--- config.mk ---
export PLATFORM = sky130hd
export DESIGN_NAME = scope_capture_flat
export DESIGN_NICKNAME = d
export VERILOG_FILES = /design/src/rtl/scope_pkg.sv /design/src/rtl/scope_capture_if.sv /design/src/rtl/scope_bank.sv /design/src/rtl/scope_capture.sv /design/src/flat_wrapper.sv
export SDC_FILE = /design/constraint.sdc
export NUM_CORES = 1
export LEC_CHECK = 0
export ABC_AREA = 1
export BUFFER_PORTS_ARGS = -buffer_cell sky130_fd_sc_hd__buf_2
export CORE_MARGIN = 5
export CORE_UTILIZATION = 45
export CTS_CLUSTER_DIAMETER = 40
export DETAILED_ROUTE_END_ITERATION = 12
export GPL_TIMING_DRIVEN = 0
export HOLD_SLACK_MARGIN = 0.05
export PLACE_DENSITY = 0.67
export RECOVER_POWER = 50
export SYNTH_ARGS = -nofsm -noshare
export SYNTH_HDL_FRONTEND = slang
export SYNTH_SLANG_ARGS = --single-unit
--- constraint.sdc ---
create_clock -name clk_i -period 2.8 [get_ports clk_i]
set_input_delay 0.28 -clock clk_i [delete_from_list [all_inputs] [get_ports clk_i]]
set_output_delay 0.28 -clock clk_i [all_outputs]
set_load 0.01 [all_outputs]
--- src/rtl/scope_pkg.sv ---
// Shared constants, FSM encoding and sample-to-entry mapping for the scope capture block.
package scope_pkg;

   localparam int SMP_W     = 6;
   localparam int ENT_W     = 4;
   localparam int DEPTH_DEF = 32;
   localparam int DECIM_DEF = 4;
   localparam int LPE_DEF   = 8;
   localparam int TMO_DEF   = 4;
   localparam logic [SMP_W-1:0] THRESH_DEF = 6'd32;

   typedef enum logic [1:0] {
      ST_IDLE = 2'd0,
      ST_ARM  = 2'd1,
      ST_CAPT = 2'd2,
      ST_DONE = 2'd3
   } cap_state_t;

   // Stored entries keep only the top bits of a sample.
   function automatic logic [ENT_W-1:0] smp_to_entry(input logic [SMP_W-1:0] s);
      return s[SMP_W-1 -: ENT_W];
   endfunction

endpackage

--- src/rtl/scope_capture_if.sv ---
// Sample input, VGA timing pulses and display output of the scope capture block.
interface scope_capture_if;
   import scope_pkg::*;

   logic             ena;
   logic             smp_valid;
   logic [SMP_W-1:0] smp;
   logic             hline;
   logic             frame;
   logic [ENT_W-1:0] s1;
   logic             trig;

   modport master (
      output ena, smp_valid, smp, hline, frame,
      input  s1, trig
   );

   modport slave (
      input  ena, smp_valid, smp, hline, frame,
      output s1, trig
   );

endinterface

--- src/rtl/scope_bank.sv ---
// Two capture banks in one RAM; writes go to the bank not selected for display.
module scope_bank
   import scope_pkg::*;
#(
   parameter int DEPTH = DEPTH_DEF
) (
   input  logic                     clk_i,
   input  logic                     rst_i,
   input  logic                     bank_sel_i,
   input  logic                     wr_en_i,
   input  logic [$clog2(DEPTH)-1:0] wr_idx_i,
   input  logic [ENT_W-1:0]         wr_data_i,
   input  logic                     rd_en_i,
   input  logic [$clog2(DEPTH)-1:0] rd_idx_i,
   output logic [ENT_W-1:0]         rd_data_o
);

   localparam int AW = $clog2(DEPTH);

   logic [ENT_W-1:0] mem_q [2*DEPTH];
   logic [ENT_W-1:0] rd_data_q;
   logic [AW:0]      wr_addr;
   logic [AW:0]      rd_addr;

   assign wr_addr = {~bank_sel_i, wr_idx_i};
   assign rd_addr = { bank_sel_i, rd_idx_i};

   always_ff @(posedge clk_i) begin
      if (wr_en_i) begin
         mem_q[wr_addr] <= wr_data_i;
      end
   end

   always_ff @(posedge clk_i) begin
      if (rst_i) begin
         rd_data_q <= '0;
      end else if (rd_en_i) begin
         rd_data_q <= mem_q[rd_addr];
      end
   end

   assign rd_data_o = rd_data_q;

endmodule

--- src/rtl/scope_capture.sv ---
// Triggered, decimated two-bank oscilloscope capture with line-paced display readout.
module scope_capture
   import scope_pkg::*;
#(
   parameter int               DEPTH  = DEPTH_DEF,
   parameter int               DECIM  = DECIM_DEF,
   parameter logic [SMP_W-1:0] THRESH = THRESH_DEF,
   parameter int               LPE    = LPE_DEF,
   parameter int               TMO    = TMO_DEF
) (
   input  logic          clk_i,
   input  logic          rst_i,
   scope_capture_if.slave bus
);

   localparam int AW = $clog2(DEPTH);
   localparam int DW = $clog2(DECIM + 1);
   localparam int LW = $clog2(LPE + 1);
   localparam int FW = $clog2(TMO + 1);

   localparam logic [AW-1:0] IDX_LAST  = AW'(DEPTH - 1);
   localparam logic [DW-1:0] DEC_LAST  = DW'(DECIM - 1);
   localparam logic [LW-1:0] LINE_LAST = LW'(LPE - 1);
   localparam logic [FW-1:0] FRM_LAST  = FW'(TMO - 1);

   cap_state_t       state_q;
   logic             bank_sel_q;
   logic             bank_sel_d;
   logic             shown_q;
   logic             trig_q;
   logic             auto_q;
   logic [SMP_W-1:0] prev_q;
   logic [DW-1:0]    dec_q;
   logic [AW-1:0]    wr_idx_q;
   logic [FW-1:0]    frm_cnt_q;
   logic [LW-1:0]    line_q;
   logic [AW-1:0]    rd_idx_q;

   logic             frame_e;
   logic             hline_e;
   logic             valid_e;
   logic             trig_hit;
   logic             tmo_hit;
   logic             start_capt;
   logic             capt_smp;
   logic             wr_en;
   logic             swap;
   logic             rd_en;
   logic [AW-1:0]    rd_idx_sel;
   logic [ENT_W-1:0] rd_data;

   assign frame_e = bus.ena & bus.frame;
   assign hline_e = bus.ena & bus.hline;
   assign valid_e = bus.ena & bus.smp_valid;

   assign trig_hit   = (state_q == ST_ARM) && valid_e && (prev_q < THRESH) && (bus.smp >= THRESH);
   assign tmo_hit    = (state_q == ST_ARM) && frame_e && (frm_cnt_q == FRM_LAST);
   assign start_capt = trig_hit | tmo_hit;

   // A sample arriving with the arming event is the first of the first group.
   assign capt_smp = valid_e && ((state_q == ST_CAPT) || start_capt);
   assign wr_en    = capt_smp && (dec_q == DEC_LAST);

   assign swap       = (state_q == ST_DONE) && frame_e;
   assign bank_sel_d = bank_sel_q ^ swap;

   assign rd_en      = frame_e | hline_e;
   assign rd_idx_sel = frame_e ? '0 : rd_idx_q;

   always_ff @(posedge clk_i) begin
      if (rst_i) begin
         state_q    <= ST_IDLE;
         bank_sel_q <= 1'b0;
         shown_q    <= 1'b0;
         trig_q     <= 1'b0;
         auto_q     <= 1'b0;
         prev_q     <= '0;
         dec_q      <= '0;
         wr_idx_q   <= '0;
         frm_cnt_q  <= '0;
      end else if (bus.ena) begin
         bank_sel_q <= bank_sel_d;
         case (state_q)
            ST_IDLE: begin
               if (frame_e) begin
                  state_q   <= ST_ARM;
                  prev_q    <= '0;
                  frm_cnt_q <= '0;
                  dec_q     <= '0;
                  wr_idx_q  <= '0;
               end
            end
            ST_ARM: begin
               if (frame_e && !tmo_hit) begin
                  frm_cnt_q <= frm_cnt_q + 1'b1;
               end
               if (valid_e) begin
                  prev_q <= bus.smp;
               end
               if (start_capt) begin
                  state_q <= ST_CAPT;
                  auto_q  <= ~trig_hit;
               end
            end
            ST_CAPT: begin
            end
            ST_DONE: begin
               if (frame_e) begin
                  state_q   <= ST_ARM;
                  trig_q    <= ~auto_q;
                  shown_q   <= 1'b1;
                  prev_q    <= '0;
                  frm_cnt_q <= '0;
                  dec_q     <= '0;
                  wr_idx_q  <= '0;
               end
            end
            default: state_q <= ST_IDLE;
         endcase
         if (capt_smp) begin
            if (dec_q == DEC_LAST) begin
               dec_q    <= '0;
               wr_idx_q <= wr_idx_q + 1'b1;
               if (wr_idx_q == IDX_LAST) begin
                  state_q <= ST_DONE;
               end
            end else begin
               dec_q <= dec_q + 1'b1;
            end
         end
      end
   end

   // Display pacing: LPE lines per entry, holding on the last entry.
   always_ff @(posedge clk_i) begin
      if (rst_i) begin
         line_q   <= '0;
         rd_idx_q <= '0;
      end else if (frame_e) begin
         line_q   <= '0;
         rd_idx_q <= '0;
      end else if (hline_e) begin
         if (line_q == LINE_LAST) begin
            line_q <= '0;
            if (rd_idx_q != IDX_LAST) begin
               rd_idx_q <= rd_idx_q + 1'b1;
            end
         end else begin
            line_q <= line_q + 1'b1;
         end
      end
   end

   scope_bank #(
      .DEPTH (DEPTH)
   ) u_bank (
      .clk_i      (clk_i),
      .rst_i      (rst_i),
      .bank_sel_i (bank_sel_d),
      .wr_en_i    (wr_en),
      .wr_idx_i   (wr_idx_q),
      .wr_data_i  (smp_to_entry(bus.smp)),
      .rd_en_i    (rd_en),
      .rd_idx_i   (rd_idx_sel),
      .rd_data_o  (rd_data)
   );

   assign bus.s1   = shown_q ? rd_data : '0;
   assign bus.trig = trig_q;

endmodule

--- src/flat_wrapper.sv ---
// flat-port wrapper written by rule: the top's interface ports become plain ports
module scope_capture_flat import scope_pkg::*;
#(
   parameter int               DEPTH  = DEPTH_DEF,
   parameter int               DECIM  = DECIM_DEF,
   parameter logic [SMP_W-1:0] THRESH = THRESH_DEF,
   parameter int               LPE    = LPE_DEF,
   parameter int               TMO    = TMO_DEF
)
  (clk_i, rst_i, bus_ena, bus_smp_valid, bus_smp, bus_hline, bus_frame, bus_s1, bus_trig);
  scope_capture_if bus_i ();
  input  logic clk_i;
  input  logic rst_i;
  input wire logic [$bits(bus_i.ena)-1:0] bus_ena;
  input wire logic [$bits(bus_i.smp_valid)-1:0] bus_smp_valid;
  input wire logic [$bits(bus_i.smp)-1:0] bus_smp;
  input wire logic [$bits(bus_i.hline)-1:0] bus_hline;
  input wire logic [$bits(bus_i.frame)-1:0] bus_frame;
  output wire logic [$bits(bus_i.s1)-1:0] bus_s1;
  output wire logic [$bits(bus_i.trig)-1:0] bus_trig;
  assign bus_i.ena = bus_ena;
  assign bus_i.smp_valid = bus_smp_valid;
  assign bus_i.smp = bus_smp;
  assign bus_i.hline = bus_hline;
  assign bus_i.frame = bus_frame;
  assign bus_s1 = bus_i.s1;
  assign bus_trig = bus_i.trig;
  scope_capture #(.DEPTH(DEPTH), .DECIM(DECIM), .THRESH(THRESH), .LPE(LPE), .TMO(TMO)) u_core (.clk_i(clk_i), .rst_i(rst_i), .bus(bus_i));
endmodule
* After elaboration in Yosys (flattened, before gate mapping) *
Memories as Yosys holds them, arrays and structs flattened. A register that Yosys moved wholly into a read port is not among the register bits.
Cells that the tools add are included.

word-level totals
  register bits = 32
  memory bits (writable) = 256
  input bits = 12
  output and inout port bits = 5
  logic and storage cells = 86
  memories kept = 1

memory list
  memory               words  bits a word  read ports  clocked after memory_dff  write ports  line              text
  u_core.u_bank.mem_q  64     4            1           1                         1            scope_bank.sv:20  logic [ENT_W-1:0] mem_q [2*DEPTH];

cells by class
  $add $sub $neg = 5
  $lt $le $gt $ge = 2
  equal/unequal tests = 11
  multiplexer cells = 24
  bitwise gates (word level) = 9
  reduce and logical (&&, ||, !) cells = 23

operators by type and width
  cell                   number
  $mux W5                5
  $mux W3                5
  $mux W6                2
  $pmux W6 S2            1
  $reduce_and A3 Y1      4
  $add A5 B1 Y5 const B  2
  $mux W2                5
  $logic_and A1 B1 Y1    9
  $mux W4                2
  $reduce_and A4 Y1      2
  $add A3 B1 Y3 const B  2
  $eq A3 B2 Y1 const B   2
  $ge A6 B6 Y1 const B   1
  $lt A6 B6 Y1 const B   1
  $pmux W3 S2            1
  $reduce_bool A2 Y1     3
  $eq A5 B5 Y1 const B   1
  $ne A5 B5 Y1 const B   1
  $add A4 B1 Y4 const B  1
  $eq A2 B2 Y1 const B   2
  $eq A4 B3 Y1 const B   1
  $ne A2 B1 Y1 const B   2
  $pmux W2 S2            1
  $reduce_or A2 Y1       2
  10 further kinds       16

* Longest topological paths before layout *
Gate-level depths: netlist of the first run.

  depth after elaboration = 10
  depth in mapped cells = 15
  depth with buffers taken out = 13

* Modules after synthesis *
A second synthesis of the first run with hierarchy kept.

unflattened totals
  cell total of the unflattened synthesis = 1183
  area total of the unflattened synthesis = 12464.5 um^2

by module, submodules not included
  module         times used  cells each  area each (um^2)  seq. area each (um^2)
  scope_bank     1           950         10865.4           7767.4
  scope_capture  1           233         1599.0            540.5

* Worst setup path before layout of the first run *
No wires, ideal clock.

  path type = reg2reg
  start = reg u_core.frm_cnt_q[0]
  end = mem u_core.u_bank.mem_q[55][0] (enable)
  setup time = 377 ps
  arrival time = 1753 ps
  data required time = 2423 ps
  path slack = 670 ps
  cell stages (with the launch flop) = 11
  path buffers = 0
  period minus slack after synthesis = 2130 ps
  path through = dfxtp_1 > ha_1 > ha_1 > inv_1 > nor3_2 > nor2_1 > nand2_2 > nand2_4 > nor2_8 > nand2_1 > nor4_1

on the way
  word-level cells in the longest chain between the ends = 8

RTL lines
  item                           line                 text
  start: declaration             scope_capture.sv:35  logic [FW-1:0] frm_cnt_q;
  start signal: assignment       scope_capture.sv:95  frm_cnt_q <= frm_cnt_q + 1'b1;
  $eq A3 B2 Y1                   scope_capture.sv:57  assign tmo_hit = (state_q == ST_ARM) && frame_e && (frm_cnt_q == FRM_LAST);
  $logic_and A1 B1 Y1            scope_capture.sv:57
  $or A1 B1 Y1                   scope_capture.sv:58  assign start_capt = trig_hit | tmo_hit;
  $logic_or A1 B1 Y1             scope_capture.sv:61  assign capt_smp = valid_e && ((state_q == ST_CAPT) || start_capt);
  $logic_and A1 B1 Y1            scope_capture.sv:61
  $logic_and A1 B1 Y1            scope_capture.sv:62  assign wr_en = capt_smp && (dec_q == DEC_LAST);
  $mux W1                        scope_bank.sv:29     if (wr_en_i) begin
  $mux W1 (not written as such)  scope_bank.sv:30     mem_q[wr_addr] <= wr_data_i;
  end: declaration               scope_bank.sv:20

No other way between the ends.

* Worst setup path after layout of the first run *
  start = reg u_core.state_q[1]
  end = mem u_core.u_bank.mem_q[54][0] (enable)

on the way
  word-level cells in the longest chain between the ends = 10
  elaborated cells on any way between the ends = 17
  those cells by class = eq/ne (3); mux (2); bitwise (3); reduce/logical (9)

RTL lines
  item                              line                                      text
  start: declaration                scope_capture.sv:26                       cap_state_t state_q;
  start signal: assignment          scope_capture.sv:72                       state_q <= ST_IDLE;
  start signal: assignment          scope_capture.sv:86                       state_q <= ST_ARM;
  start signal: assignment          scope_capture.sv:101                      state_q <= ST_CAPT;
  $eq A2 B1 Y1                      scope_capture.sv:56, scope_capture.sv:57
  $logic_and A1 B1 Y1 (3 in a row)  scope_capture.sv:56                       assign trig_hit = (state_q == ST_ARM) && valid_e && (prev_q < THRESH) && (bus.smp >= THRESH);
  $or A1 B1 Y1                      scope_capture.sv:58
  $logic_or A1 B1 Y1                scope_capture.sv:61
  $logic_and A1 B1 Y1               scope_capture.sv:61
  $logic_and A1 B1 Y1               scope_capture.sv:62
  $mux W1                           scope_bank.sv:29
  $mux W1 (not written as such)     scope_bank.sv:30

Parallel ways exist; a longest one is shown, timed or not.

==> impl_metrics.prom, run 1 <==
# TYPE chip_impl_metric gauge
chip_impl_metric{name="cts-htree-levels",unit=""} 2
chip_impl_metric{name="largest_net_degree_at_the_start_of_global_routing",unit=""} 67
chip_impl_info{name="failed_checks",value="max-capacitance violations, max-slew violations"} 1
chip_impl_info{name="run_status",value="finished, violations left"} 1
chip_impl_metric{name="drt_iter0_markers",unit=""} 1190
chip_impl_metric{name="die_height",unit="um"} 182
chip_impl_metric{name="finish.cell_count_without_fillers",unit=""} 1784
chip_impl_info{name="critPathSlowestCell",value="sky130_fd_sc_hd__nor2_1"} 1
chip_impl_metric{name="via_count_of_the_first_global_routing_pass",unit=""} 9305
chip_impl_metric{name="cts.clk_slew.worst_paths",unit="ns"} 0.05
chip_impl_metric{name="critical_path_arrival",unit="ns"} 2.82
chip_impl_metric{name="dr.pass1.iters",unit=""} 5
chip_impl_metric{name="wl_per_cell",unit="um"} 21.1
chip_impl_metric{name="final_min_period_over_clock_period",unit="%"} 94.5
chip_impl_metric{name="clock_latency",unit="ns"} 0.53
chip_impl_metric{name="post_synth_num_cell_types",unit=""} 36
chip_impl_info{name="timing_worst_setup_path_type",value="flop to flop"} 1
chip_impl_metric{name="layout.core_utilization",unit="%"} 51.3
chip_impl_metric{name="timing.hold.ws",unit="ns"} 0.0999
chip_impl_metric{name="max-slew-margin-rel",unit="%"} -2.75
chip_impl_metric{name="clock_sink_count",unit=""} 287
chip_impl_metric{name="layout_setup_ws",unit="ns"} 0.155
chip_impl_info{name="crit_path_end_kind",value="flop"} 1
chip_impl_metric{name="clock_tree.buffer_depth",unit=""} 3
chip_impl_metric{name="switching_share",unit="%"} 21.3
chip_impl_metric{name="layout_min_cycle_time",unit="ns"} 2.65
chip_impl_metric{name="boundaryPins",unit=""} 17
chip_impl_metric{name="hpwlAfterDp",unit="um"} 25800
chip_impl_metric{name="antenna_found_initial",unit=""} 0
chip_impl_metric{name="setup_viol",unit=""} 0
chip_impl_metric{name="timing.fmax",unit="GHz"} 0.378
chip_impl_metric{name="power_frac_clock",unit="%"} 49.1
chip_impl_metric{name="area.sequential",unit="sq mm"} 0.00831
chip_impl_metric{name="mapped_avg_cell_area",unit="sq um"} 10.1
chip_impl_metric{name="synth_top_area_share",unit="%"} 57.9
chip_impl_metric{name="drt_wl_total",unit="um"} 37700
chip_impl_metric{name="layout-drive-gt1-share",unit="%"} 10.4
chip_impl_metric{name="std_cell_rows",unit=""} 63
chip_impl_metric{name="ys_ff_latch",unit=""} 287
chip_impl_info{name="mostFrequentLayoutCells",value="sky130_fd_sc_hd__nand3_1, sky130_fd_sc_hd__edfxtp_1, sky130_fd_sc_hd__nand2_1"} 1
chip_impl_metric{name="fillers",unit=""} 2610
chip_impl_metric{name="initial_utilization",unit="%"} 45.2
chip_impl_metric{name="core_region_area",unit="sq mm"} 0.0294
chip_impl_metric{name="maxCapViolCount",unit=""} 3
chip_impl_info{name="hold_path.class",value="primary input to flop"} 1
chip_impl_metric{name="route.detailed.vias_per_inst",unit=""} 5.53
chip_impl_info{name="clock_root_cell",value="sky130_fd_sc_hd__clkbuf_16"} 1
chip_impl_metric{name="cts_inserted_buffers",unit=""} 37
chip_impl_metric{name="final_cell_area",unit="sq mm"} 0.0151
chip_impl_info{name="cpLargestDelayFamily",value="simple AND/OR/NAND/NOR gates"} 1
chip_impl_metric{name="postCtsSetupBuffers",unit=""} 0
chip_impl_metric{name="placedCellCount",unit=""} 1717
chip_impl_metric{name="static-leakage-power",unit="nW"} 5.93
chip_impl_info{name="layout_commonest_cell",value="sky130_fd_sc_hd__nand3_1"} 1
chip_impl_metric{name="critical_path.max_fanout",unit=""} 10
chip_impl_metric{name="worstMarginPinSlew",unit="ns"} 1.54
chip_impl_metric{name="seq_area_frac_synth",unit="%"} 62.5
chip_impl_metric{name="synth_fp_nets",unit=""} 1338
chip_impl_metric{name="insertedDiodeCount",unit=""} 0
chip_impl_metric{name="pre_cts_slack",unit="ns"} -0.732
chip_impl_metric{name="pwr_density_cell",unit="mW/mm^2"} 636
chip_impl_info{name="crit_path_start_kind",value="flop"} 1
chip_impl_metric{name="finish.net_count",unit=""} 1392
chip_impl_metric{name="synth_area",unit="sq mm"} 0.0133
chip_impl_metric{name="synthToLayoutAreaGrowth",unit="%"} 13.6
chip_impl_metric{name="drt_drc_violations_left",unit=""} 0
chip_impl_metric{name="yosysWarningCount",unit=""} 0
chip_impl_metric{name="globalplace.congestion",unit=""} 0.928
chip_impl_metric{name="total_power_of_the_final_layout",unit="mW"} 9.60
chip_impl_metric{name="finalMaxSlewViolations",unit=""} 82
chip_impl_metric{name="cpPeakStageDelay",unit="ns"} 0.42
chip_impl_metric{name="globalRoute.totalOverflow",unit=""} 0
chip_impl_info{name="timing.critical_path.cells",value="inv_1 -> ha_1 -> inv_1 -> nor3_2 -> nor2_1 -> nand2_2 -> nand2_4 -> nor2_8 -> buf_4 -> nand4_2 -> nor2_1"} 1
chip_impl_info{name="tritoncts",value="yes"} 1
chip_impl_info{name="grt_setup_unrepaired",value="true"} 1
chip_impl_metric{name="post_synthesis_cells",unit=""} 1314
chip_impl_metric{name="timing_hold_violations_final",unit=""} 0
chip_impl_metric{name="grtUsageTotal",unit="%"} 22.7
chip_impl_metric{name="finClkSkew",unit="ns"} 0.0149
chip_impl_metric{name="die-area",unit="sq mm"} 0.0331
chip_impl_metric{name="route.antenna.remaining_nets",unit=""} 0
chip_impl_metric{name="comb_power_share",unit="%"} 2.1
chip_impl_metric{name="num_vias",unit=""} 9871
chip_impl_info{name="synth_top_area_cells",value="sky130_fd_sc_hd__edfxtp_1, sky130_fd_sc_hd__nand3_1, sky130_fd_sc_hd__nand2_1"} 1
chip_impl_info{name="synth_top_area_cell",value="sky130_fd_sc_hd__edfxtp_1"} 1
chip_impl_metric{name="max-vdd-ir-drop",unit="V"} 0.000452
chip_impl_metric{name="power.internal",unit="mW"} 7.55
chip_impl_metric{name="grt_first_pass_wirelength",unit="um"} 56500
chip_impl_metric{name="total_switching_power",unit="mW"} 2.04
chip_impl_metric{name="seq_power_share",unit="%"} 48.8
chip_impl_metric{name="multiInputGateArea",unit="sq mm"} 0.00396
chip_impl_metric{name="critPathBufInv",unit=""} 3
chip_impl_metric{name="fin_tns_setup",unit="ns"} 0
chip_impl_metric{name="worst_ep_required_time",unit="ns"} 2.98
chip_impl_metric{name="place_area",unit="sq mm"} 0.0138
chip_impl_metric{name="io_buffer_count",unit=""} 13
chip_impl_metric{name="die_width",unit="um"} 182
-- logic make-up after synthesis --
| kind of cell | synth area share [%] |
|---|---|
| simple gates | 26.6 |
| buf+inv | 7.70 |
| compound gates | 1.80 |
| flops | 62.5 |
| xor+xnor | 0.273 |
| fa+ha+maj | 1.13 |
-- worst reg2reg max path: cells and delay by family, from the launching register on --
kind / cells / cell delay (ns)
AND/OR/NAND/NOR: 7 / 1.34
adder cells (fa/ha/maj): 1 / 0.23
flip-flops: 1 / 0.35
buffers and inverters: 3 / 0.38
-- synth_stat cells, drive strengths merged --
cell / n
nand2: 203
inv: 184
ha: 12
or2: 11
xor2: 2
o21ai: 20
nand4: 2
nand3: 290
nand3b: 69
edfxtp: 256
dfxtp: 31
a211oi: 3
buf: 44
and2: 1
o22ai: 2
nor4: 2
nor3: 4
o211a: 1
clkbuf: 23
a221oi: 1
nor2: 136
a21oi: 17
-- per-layer routing --
layer | vias up | routed length (um) | GRT usage, %
met4 | 0 | 1520 | 8.47
li1 | 4550 | - | -
met1 | 4733 | 15300 | 30.8
met3 | 93 | 3360 | 4.23
met2 | 495 | 17500 | 36.4
met5 | - | 0 | 0
-- registers in the layout, summed over array words and instances, names as in the netlist --
name and count:
u_core.line_q 4, u_core.rd_idx_q 5, u_core.state_q 2, u_core.prev_q 1, u_core.frm_cnt_q 3, u_core.u_bank.rd_data_o 4
u_core.auto_q 1, u_core.dec_q 3, u_core.wr_idx_q 5, u_core.u_bank.mem_q 256, u_core.bank_sel_q 1, u_core.shown_q 1
u_core.bus.trig 1
-- cell type report --
type	instances	area share, %
inverters	184	4.59
clock inverters	24	1.86
repair buffers	15	0.556
well taps	390	3.23
plain buffers	67	2.19
multi-input cells	776	26.3
flip-flops and latches	287	55.1
clock buffers	41	6.24
-- power by group through the flow --
stage / Combinational [mW] / Sequential (mW) / Clock, mW
after floorplan: 0.0868 / 4.76 / 0
after global placement: 0.199 / 4.77 / 0
after detailed placement: 0.204 / 4.77 / 0
after CTS: 0.207 / 4.68 / 4.74
after global routing: 0.225 / 4.68 / 4.93
final: 0.205 / 4.68 / 4.71
-- path summary, 6_finish.rpt --
kind | from | endpoint | slack [ns] | depth (start not counted)
setup / recovery | u_core.state_q[1] | u_core.u_bank.mem_q[54][0] | 0.15 | 11
hold / removal | bus_ena | u_core.line_q[0] | 0.1 | 3
setup reg to reg | u_core.state_q[1] | u_core.u_bank.mem_q[54][0] | 0.15 | 11
hold reg to reg | u_core.dec_q[2] | u_core.dec_q[2] | 0.44 | 2
-- timing repair --
item,4_1_cts,5_1_grt
pin swaps,0,0
cloned,0,0
hold buffers,2,0
endpoints found under the hold margin,3,0
gates resized for setup,1,2
endpoints found under the setup margin,53,16
(Power assumes the default switching activity.)
==> run 2: changes to the inputs <==
==> constraint.sdc (replaced) <==
create_clock -name clk_i -period 2.5 [get_ports clk_i]
set_input_delay 0.25 -clock clk_i [delete_from_list [all_inputs] [get_ports clk_i]]
set_output_delay 0.25 -clock clk_i [all_outputs]
set_load 0.01 [all_outputs]
==> run 2 against run 1 <==
The flow still finishes with violations (max-capacitance violations, max-slew violations). Sequential share of layout area shrank 1.4 points. Count of clock-buffer cells in the layout stayed put. Setup slack got worse by 0.058 ns. Die area unchanged. Register-to-register slack worse by 0.06 ns. Flip-flop and latch count stayed put. Power rose by 12%. Combinational power rose by 13%. Critical path type unchanged. Largest cell class unchanged. Highest routed layer unchanged.
==> impl_metrics.prom, run 2 (same netlist as run 1, synthesis figures left out) <==
# TYPE chip_impl_metric gauge
chip_impl_metric{name="worstMarginPinSlew",unit="ns"} 1.56
chip_impl_metric{name="ff2ff_path_depth",unit=""} 11
chip_impl_metric{name="pre_cts_slack",unit="ns"} -1.00
chip_impl_metric{name="finish.cell_count_without_fillers",unit=""} 1789
chip_impl_info{name="layout_commonest_cell",value="sky130_fd_sc_hd__nand3_1"} 1
chip_impl_info{name="critical_path.reg2reg.endpoint",value="u_core.u_bank.mem_q[49][3]"} 1
chip_impl_metric{name="drt_wl_total",unit="um"} 37800
chip_impl_metric{name="route.detailed.vias_per_inst",unit=""} 5.53
chip_impl_metric{name="placedCellCount",unit=""} 1717
chip_impl_metric{name="final_min_period_over_clock_period",unit="%"} 96.1
chip_impl_metric{name="timing.hold.ws",unit="ns"} 0.0727
chip_impl_metric{name="max-vdd-ir-drop",unit="V"} 0.000506
chip_impl_metric{name="wl_per_cell",unit="um"} 21.1
chip_impl_metric{name="cts_inserted_buffers",unit=""} 37
chip_impl_metric{name="drt_drc_violations_left",unit=""} 0
chip_impl_metric{name="cpPeakStageDelay",unit="ns"} 0.35
chip_impl_info{name="max_flop_register",value="u_core.u_bank.mem_q"} 1
chip_impl_metric{name="total_power_of_the_final_layout",unit="mW"} 10.7
chip_impl_metric{name="route.antenna.remaining_nets",unit=""} 0
chip_impl_info{name="crit_path_frequent_cell",value="sky130_fd_sc_hd__inv_1"} 1
chip_impl_info{name="critPathSlowestCell",value="sky130_fd_sc_hd__dfxtp_1"} 1
chip_impl_metric{name="timing.hold.worst_path_depth",unit=""} 3
chip_impl_metric{name="boundaryPins",unit=""} 17
chip_impl_info{name="mostFrequentLayoutCells",value="sky130_fd_sc_hd__nand3_1, sky130_fd_sc_hd__edfxtp_1, sky130_fd_sc_hd__nand2_1"} 1
chip_impl_metric{name="timing_hold_violations_final",unit=""} 0
chip_impl_metric{name="cts-htree-levels",unit=""} 2
chip_impl_metric{name="finClkSkew",unit="ns"} 0.0135
chip_impl_metric{name="switching_share",unit="%"} 21.3
chip_impl_metric{name="layout_min_cycle_time",unit="ns"} 2.40
chip_impl_metric{name="die-area",unit="sq mm"} 0.0331
chip_impl_metric{name="grtUsageTotal",unit="%"} 22.6
chip_impl_metric{name="timing.fmax",unit="GHz"} 0.416
chip_impl_info{name="tritoncts",value="yes"} 1
chip_impl_info{name="hold_path_startpoint",value="bus_ena"} 1
chip_impl_metric{name="pwr_density_cell",unit="mW/mm^2"} 695
chip_impl_info{name="hold_path.class",value="primary input to flop"} 1
chip_impl_info{name="layout_top_registers",value="u_core.u_bank.mem_q (256), u_core.rd_idx_q (5), u_core.wr_idx_q (5)"} 1
chip_impl_metric{name="io_buffer_count",unit=""} 13
chip_impl_metric{name="finalMaxSlewViolations",unit=""} 194
chip_impl_info{name="failed_checks",value="max-capacitance violations, max-slew violations"} 1
chip_impl_metric{name="std_cell_rows",unit=""} 63
chip_impl_metric{name="finish.net_count",unit=""} 1397
chip_impl_metric{name="setup_viol",unit=""} 0
chip_impl_metric{name="hpwlAfterDp",unit="um"} 25800
chip_impl_metric{name="critical_path.max_fanout",unit=""} 10
chip_impl_metric{name="clock_tree.buffer_depth",unit=""} 3
chip_impl_metric{name="clock_latency",unit="ns"} 0.53
chip_impl_metric{name="cts.clk_slew.worst_paths",unit="ns"} 0.05
chip_impl_info{name="clock_root_cell",value="sky130_fd_sc_hd__clkbuf_16"} 1
chip_impl_metric{name="initial_utilization",unit="%"} 45.2
chip_impl_metric{name="worst_ep_required_time",unit="ns"} 2.70
chip_impl_metric{name="insertedDiodeCount",unit=""} 0
chip_impl_metric{name="globalplace.congestion",unit=""} 0.928
chip_impl_info{name="rr_startpoint",value="u_core.state_q[1]"} 1
chip_impl_info{name="timing_worst_setup_path_type",value="flop to flop"} 1
chip_impl_metric{name="antenna_found_initial",unit=""} 0
chip_impl_metric{name="static-leakage-power",unit="nW"} 6.01
chip_impl_info{name="crit_path_start_kind",value="flop"} 1
chip_impl_metric{name="power.internal",unit="mW"} 8.46
chip_impl_metric{name="seq_power_share",unit="%"} 48.8
chip_impl_metric{name="layout-drive-gt1-share",unit="%"} 15.2
chip_impl_metric{name="clock_sink_count",unit=""} 287
chip_impl_info{name="run_status",value="finished, violations left"} 1
chip_impl_metric{name="ff2ff_setup_slack",unit="ns"} 0.1
chip_impl_metric{name="die_height",unit="um"} 182
chip_impl_metric{name="globalRoute.totalOverflow",unit=""} 0
chip_impl_metric{name="dr.pass1.iters",unit=""} 6
chip_impl_metric{name="via_count_of_the_first_global_routing_pass",unit=""} 9314
chip_impl_metric{name="largest_net_degree_at_the_start_of_global_routing",unit=""} 67
chip_impl_metric{name="num_vias",unit=""} 9888
chip_impl_metric{name="synthToLayoutAreaGrowth",unit="%"} 16.5
chip_impl_metric{name="die_width",unit="um"} 182
chip_impl_metric{name="critical_path_arrival",unit="ns"} 2.60
chip_impl_info{name="grt_setup_unrepaired",value="true"} 1
chip_impl_metric{name="maxCapViolCount",unit=""} 3
chip_impl_metric{name="core_region_area",unit="sq mm"} 0.0294
chip_impl_metric{name="max-slew-margin-rel",unit="%"} -4.16
chip_impl_metric{name="drt_iter0_markers",unit=""} 1192
chip_impl_info{name="crit_path_end_kind",value="flop"} 1
chip_impl_metric{name="largest_register_ff_count",unit=""} 256
chip_impl_metric{name="layout.core_utilization",unit="%"} 52.6
chip_impl_metric{name="layout_setup_ws",unit="ns"} 0.0970
chip_impl_metric{name="comb_power_share",unit="%"} 2.2
chip_impl_metric{name="power_frac_clock",unit="%"} 49.1
chip_impl_metric{name="total_switching_power",unit="mW"} 2.29
chip_impl_metric{name="grt_first_pass_wirelength",unit="um"} 56500
chip_impl_info{name="whs_endpoint",value="u_core.line_q[0]"} 1
chip_impl_info{name="timing.critical_path.cells",value="inv_1 -> ha_4 -> inv_1 -> nor3_2 -> nor2_1 -> nand2_2 -> nand2_4 -> nor2_8 -> buf_4 -> nand4_4 -> nor2_2"} 1
-- run 2: changes by cell type in the layout (fill, tap and decap cells not counted), moves of 2 or more --
cell and delta:
sky130_fd_sc_hd__nor2_4 +28, sky130_fd_sc_hd__clkbuf_1 -12, sky130_fd_sc_hd__clkbuf_2 +9, sky130_fd_sc_hd__buf_4 +2, sky130_fd_sc_hd__nor2_1 -50, sky130_fd_sc_hd__buf_2 +2, sky130_fd_sc_hd__nor2_2 +22, sky130_fd_sc_hd__buf_12 +3
-- run 2: what timing repair did --
item	in CTS	in global routing
pin swaps	0	5
endpoints found under the setup margin	236	241
endpoints found under the hold margin	3	0
buffers inserted	0	5
hold buffers	2	0
gates resized for setup	25	79
-- run 2: final cells by class --
class                   instances  area, sq um
plain buffers                  67          342
flip-flops and latches        287         8310
inverters                     184          693
multi-input cells             776         4260
repair buffers                 20          161
clock inverters                24          280
well taps                     390          488
clock buffers                  41          941
fillers                      2560        13900
-- run 2: how the worst max path moves through the flow --
stage,end,cells past startpoint,startpoint
after CTS,u_core.u_bank.mem_q[15][1],12,u_core.state_q[1]
after floorplan,u_core.u_bank.mem_q[55][0],10,u_core.frm_cnt_q[0]
after global placement,u_core.u_bank.mem_q[55][3],9,bus_smp[5]
after detailed placement,u_core.u_bank.mem_q[55][1],9,bus_smp[5]
after global routing,u_core.u_bank.mem_q[57][3],12,u_core.state_q[1]
final,u_core.u_bank.mem_q[49][3],11,u_core.state_q[1]
-- run 2: layer usage --
layer | track usage [%] | up-vias | part of all wire (%)
li1 | - | 4565 | -
met1 | 30.7 | 4708 | 40
met2 | 36.2 | 514 | 47
met3 | 4.55 | 101 | 9.5
met4 | 8.59 | 0 | 3.7
met5 | 0 | - | 0
-- run 2: worst max-delay path, delay by kind of cell, from the launching register on --
family,cells,cell delay [ns]
simple gates,7,1.17
fa+ha+maj,1,0.16
flops,1,0.35
buf+inv,3,0.40
-- run 2: through the flow --
| step | TNS, ns | cell area [sq um] |
|---|---|---|
| floorplan | 0 | 13300 |
| global placement | -167.08 | 13800 |
| detailed placement | -184.78 | 13800 |
| CTS | -1.28 | 15200 |
| global route | -1.12 | 15500 |
| finish | 0 | 15500 |
-- run 2: power groups by stage --
stage               Clock [mW]  Sequential, mW  Combinational, mW
global route              5.52            5.24              0.254
CTS                       5.31            5.24              0.232
detailed placement           0            5.34              0.228
global placement             0            5.34              0.223
finish                    5.28            5.24              0.232
floorplan                    0            5.34             0.0972
==> run 3: changes to the inputs <==
==> constraint.sdc (replaced) <==
create_clock -name clk_i -period 2.5 [get_ports clk_i]
set_input_delay 0 -clock clk_i [delete_from_list [all_inputs] [get_ports clk_i]]
set_output_delay 0 -clock clk_i [all_outputs]
set_load 0.01 [all_outputs]
==> run 3 against run 2 <==
The run still ends with max-capacitance violations, max-slew violations left. Hold slack got worse by 0.0098 ns. Die area is the same. Global-route usage grew 0.051 points. Final cell count grew 0.34%. Register-to-register slack is essentially flat. Combinational power up 3%. Via count did not move. Critical path depth grew 1. Non-clock buffer count grew 6. Critical path type unchanged. Count of clock-buffer cells in the layout did not move. Final area up 0.40%.
==> impl_metrics.prom, run 3 (same netlist as run 1, synthesis figures left out) <==
# TYPE chip_impl_metric gauge
chip_impl_info{name="run_status",value="finished, violations left"} 1
chip_impl_info{name="failed_checks",value="max-capacitance violations, max-slew violations"} 1
chip_impl_info{name="timing_worst_setup_path_type",value="flop to flop"} 1
chip_impl_info{name="grt_setup_unrepaired",value="true"} 1
chip_impl_metric{name="fillers",unit=""} 2554
chip_impl_metric{name="drt_wl_total",unit="um"} 37800
chip_impl_metric{name="finish.net_count",unit=""} 1403
chip_impl_metric{name="std_cell_rows",unit=""} 63
chip_impl_info{name="crit_path_start_kind",value="flop"} 1
chip_impl_metric{name="power.internal",unit="mW"} 8.47
chip_impl_metric{name="cts_inserted_buffers",unit=""} 37
chip_impl_metric{name="clock_sink_count",unit=""} 287
chip_impl_metric{name="comb_power_share",unit="%"} 2.2
chip_impl_metric{name="critical_path.max_fanout",unit=""} 8
chip_impl_metric{name="grt_first_pass_wirelength",unit="um"} 56600
chip_impl_metric{name="synthToLayoutAreaGrowth",unit="%"} 16.9
chip_impl_metric{name="switching_share",unit="%"} 21.2
chip_impl_metric{name="cts.clk_slew.worst_paths",unit="ns"} 0.05
chip_impl_metric{name="placedCellCount",unit=""} 1717
chip_impl_metric{name="globalRoute.totalOverflow",unit=""} 0
chip_impl_metric{name="route.detailed.vias_per_inst",unit=""} 5.51
chip_impl_metric{name="largest_register_ff_count",unit=""} 256
chip_impl_info{name="tritoncts",value="yes"} 1
chip_impl_metric{name="pwr_density_cell",unit="mW/mm^2"} 692
chip_impl_metric{name="drt_iter0_markers",unit=""} 1184
chip_impl_metric{name="finish.cell_count_without_fillers",unit=""} 1795
chip_impl_metric{name="die_width",unit="um"} 182
chip_impl_metric{name="max-vdd-ir-drop",unit="V"} 0.000506
chip_impl_metric{name="total_switching_power",unit="mW"} 2.28
chip_impl_metric{name="finClkSkew",unit="ns"} 0.0146
chip_impl_info{name="layout_top_registers",value="u_core.u_bank.mem_q (256), u_core.rd_idx_q (5), u_core.wr_idx_q (5)"} 1
chip_impl_metric{name="final_min_period_over_clock_period",unit="%"} 96.3
chip_impl_metric{name="dr.pass1.iters",unit=""} 6
chip_impl_metric{name="maxCapViolCount",unit=""} 2
chip_impl_info{name="layout_commonest_cell",value="sky130_fd_sc_hd__nand3_1"} 1
chip_impl_metric{name="max-slew-margin-rel",unit="%"} -2.59
chip_impl_metric{name="finalMaxSlewViolations",unit=""} 87
chip_impl_metric{name="grtUsageTotal",unit="%"} 22.7
chip_impl_metric{name="drt_drc_violations_left",unit=""} 0
chip_impl_metric{name="layout-drive-gt1-share",unit="%"} 15.2
chip_impl_info{name="clock_root_cell",value="sky130_fd_sc_hd__clkbuf_16"} 1
chip_impl_metric{name="die-area",unit="sq mm"} 0.0331
chip_impl_metric{name="globalplace.congestion",unit=""} 0.928
chip_impl_info{name="max_flop_register",value="u_core.u_bank.mem_q"} 1
chip_impl_info{name="hold_path.class",value="primary input to flop"} 1
chip_impl_metric{name="setup_viol",unit=""} 0
chip_impl_metric{name="layout.core_utilization",unit="%"} 52.8
chip_impl_metric{name="clock_tree.buffer_depth",unit=""} 3
chip_impl_metric{name="layout_min_cycle_time",unit="ns"} 2.41
chip_impl_metric{name="cts-htree-levels",unit=""} 2
chip_impl_metric{name="via_count_of_the_first_global_routing_pass",unit=""} 9367
chip_impl_info{name="mostFrequentLayoutCells",value="sky130_fd_sc_hd__nand3_1, sky130_fd_sc_hd__edfxtp_1, sky130_fd_sc_hd__nand2_1"} 1
chip_impl_metric{name="route.antenna.remaining_nets",unit=""} 0
chip_impl_metric{name="worstMarginPinSlew",unit="ns"} 1.54
chip_impl_metric{name="critical_path_arrival",unit="ns"} 2.61
chip_impl_info{name="crit_path_end_kind",value="flop"} 1
chip_impl_metric{name="io_buffer_count",unit=""} 13
chip_impl_metric{name="static-leakage-power",unit="nW"} 6.04
chip_impl_metric{name="clock_latency",unit="ns"} 0.53
chip_impl_metric{name="antenna_found_initial",unit=""} 0
chip_impl_metric{name="hpwlAfterDp",unit="um"} 25800
chip_impl_metric{name="seq_power_share",unit="%"} 48.8
chip_impl_metric{name="power_frac_clock",unit="%"} 49.0
chip_impl_metric{name="timing_hold_violations_final",unit=""} 0
chip_impl_metric{name="boundaryPins",unit=""} 17
chip_impl_metric{name="largest_net_degree_at_the_start_of_global_routing",unit=""} 67
chip_impl_metric{name="core_region_area",unit="sq mm"} 0.0294
chip_impl_metric{name="timing.fmax",unit="GHz"} 0.416
chip_impl_metric{name="initial_utilization",unit="%"} 45.2
chip_impl_metric{name="die_height",unit="um"} 182
chip_impl_metric{name="num_vias",unit=""} 9888
chip_impl_metric{name="wl_per_cell",unit="um"} 21.0
chip_impl_metric{name="worst_ep_required_time",unit="ns"} 2.70
chip_impl_metric{name="insertedDiodeCount",unit=""} 0
[run 3: changes by cell type in the layout (fill, tap and decap cells not counted)]
cell                            previous run  this run
sky130_fd_sc_hd__buf_2                    41        42
sky130_fd_sc_hd__clkbuf_1                 18        17
sky130_fd_sc_hd__dlygate4sd3_1             2         8
[run 3: metrics by stage]
step / cell area, sq um / total power [mW] / TNS (ns) / hold slack (ns) / worst slack, ns
2_1_floorplan: 13300 / 5.43 / 0 / 0.0785 / 0.370
3_3_place_gp: 13800 / 5.56 / -102.90 / 0.279 / -0.659
3_5_place_dp: 13800 / 5.57 / -120.25 / 0.298 / -0.752
4_1_cts: 15200 / 10.8 / -1.30 / 0.0518 / -0.0796
5_1_grt: 15500 / 11.0 / -0.918 / 0.0951 / -0.0312
6_report: 15500 / 10.7 / 0 / 0.0629 / 0.0934
[run 3: power by group through the flow]
stage / logic (mW) / clock network (mW) / registers, mW
floorplan: 0.0972 / 0 / 5.34
global placement: 0.223 / 0 / 5.34
detailed placement: 0.228 / 0 / 5.34
CTS: 0.239 / 5.31 / 5.24
global route: 0.262 / 5.51 / 5.24
finish: 0.239 / 5.26 / 5.24
[run 3: final timing paths]
kind | start | endpoint | slack (ns) | cells past startpoint
max | u_core.state_q[1] | u_core.u_bank.mem_q[60][2] | 0.09 | 12
min | bus_frame | u_core.shown_q | 0.06 | 5
max reg2reg | u_core.state_q[1] | u_core.u_bank.mem_q[60][2] | 0.09 | 12
min reg2reg | u_core.dec_q[2] | u_core.dec_q[2] | 0.44 | 2
[run 3: routing by layer]
layer | vias to the layer above | track usage [%] | wire, um | share of wire (%)
met5 | - | 1.33 | 56 | 0.15
met4 | 2 | 8.80 | 1460 | 3.9
met3 | 105 | 4.39 | 3690 | 9.8
met2 | 483 | 36.4 | 17500 | 46
met1 | 4719 | 30.6 | 15100 | 40
li1 | 4579 | - | - | -
[run 3: final cells by class]
class / count / area [sq um] / area share [%]
flip-flops and latches: 287 / 8310 / 53.5
multi-input cells: 776 / 4260 / 27.4
clock buffers: 41 / 941 / 6.06
inverters: 184 / 693 / 4.46
well taps: 390 / 488 / 3.14
plain buffers: 67 / 342 / 2.20
clock inverters: 24 / 280 / 1.80
repair buffers: 26 / 223 / 1.43
[run 3: worst max-delay path, stage by stage, from the launching register on]
cell and delay [ns]:
sky130_fd_sc_hd__dfxtp_1 0.35, sky130_fd_sc_hd__inv_1 0.13, sky130_fd_sc_hd__ha_4 0.16, sky130_fd_sc_hd__inv_1 0.07, sky130_fd_sc_hd__nor3_2 0.19, sky130_fd_sc_hd__nor2_1 0.11
sky130_fd_sc_hd__nand2_2 0.10, sky130_fd_sc_hd__nand2_4 0.09, sky130_fd_sc_hd__nor2_8 0.12, sky130_fd_sc_hd__inv_2 0.09, sky130_fd_sc_hd__nor2_8 0.20, sky130_fd_sc_hd__nand3_4 0.22
sky130_fd_sc_hd__nor2_2 0.26
[run 3: repair_timing]
item                                    CTS  global route
resized for setup                        17            86
hold buffers                              8             0
endpoints found under the setup margin  108           241
setup buffers                             0             5
pin swaps                                 0             5
hold endpoints to repair                 19             0
cloned                                    0             0
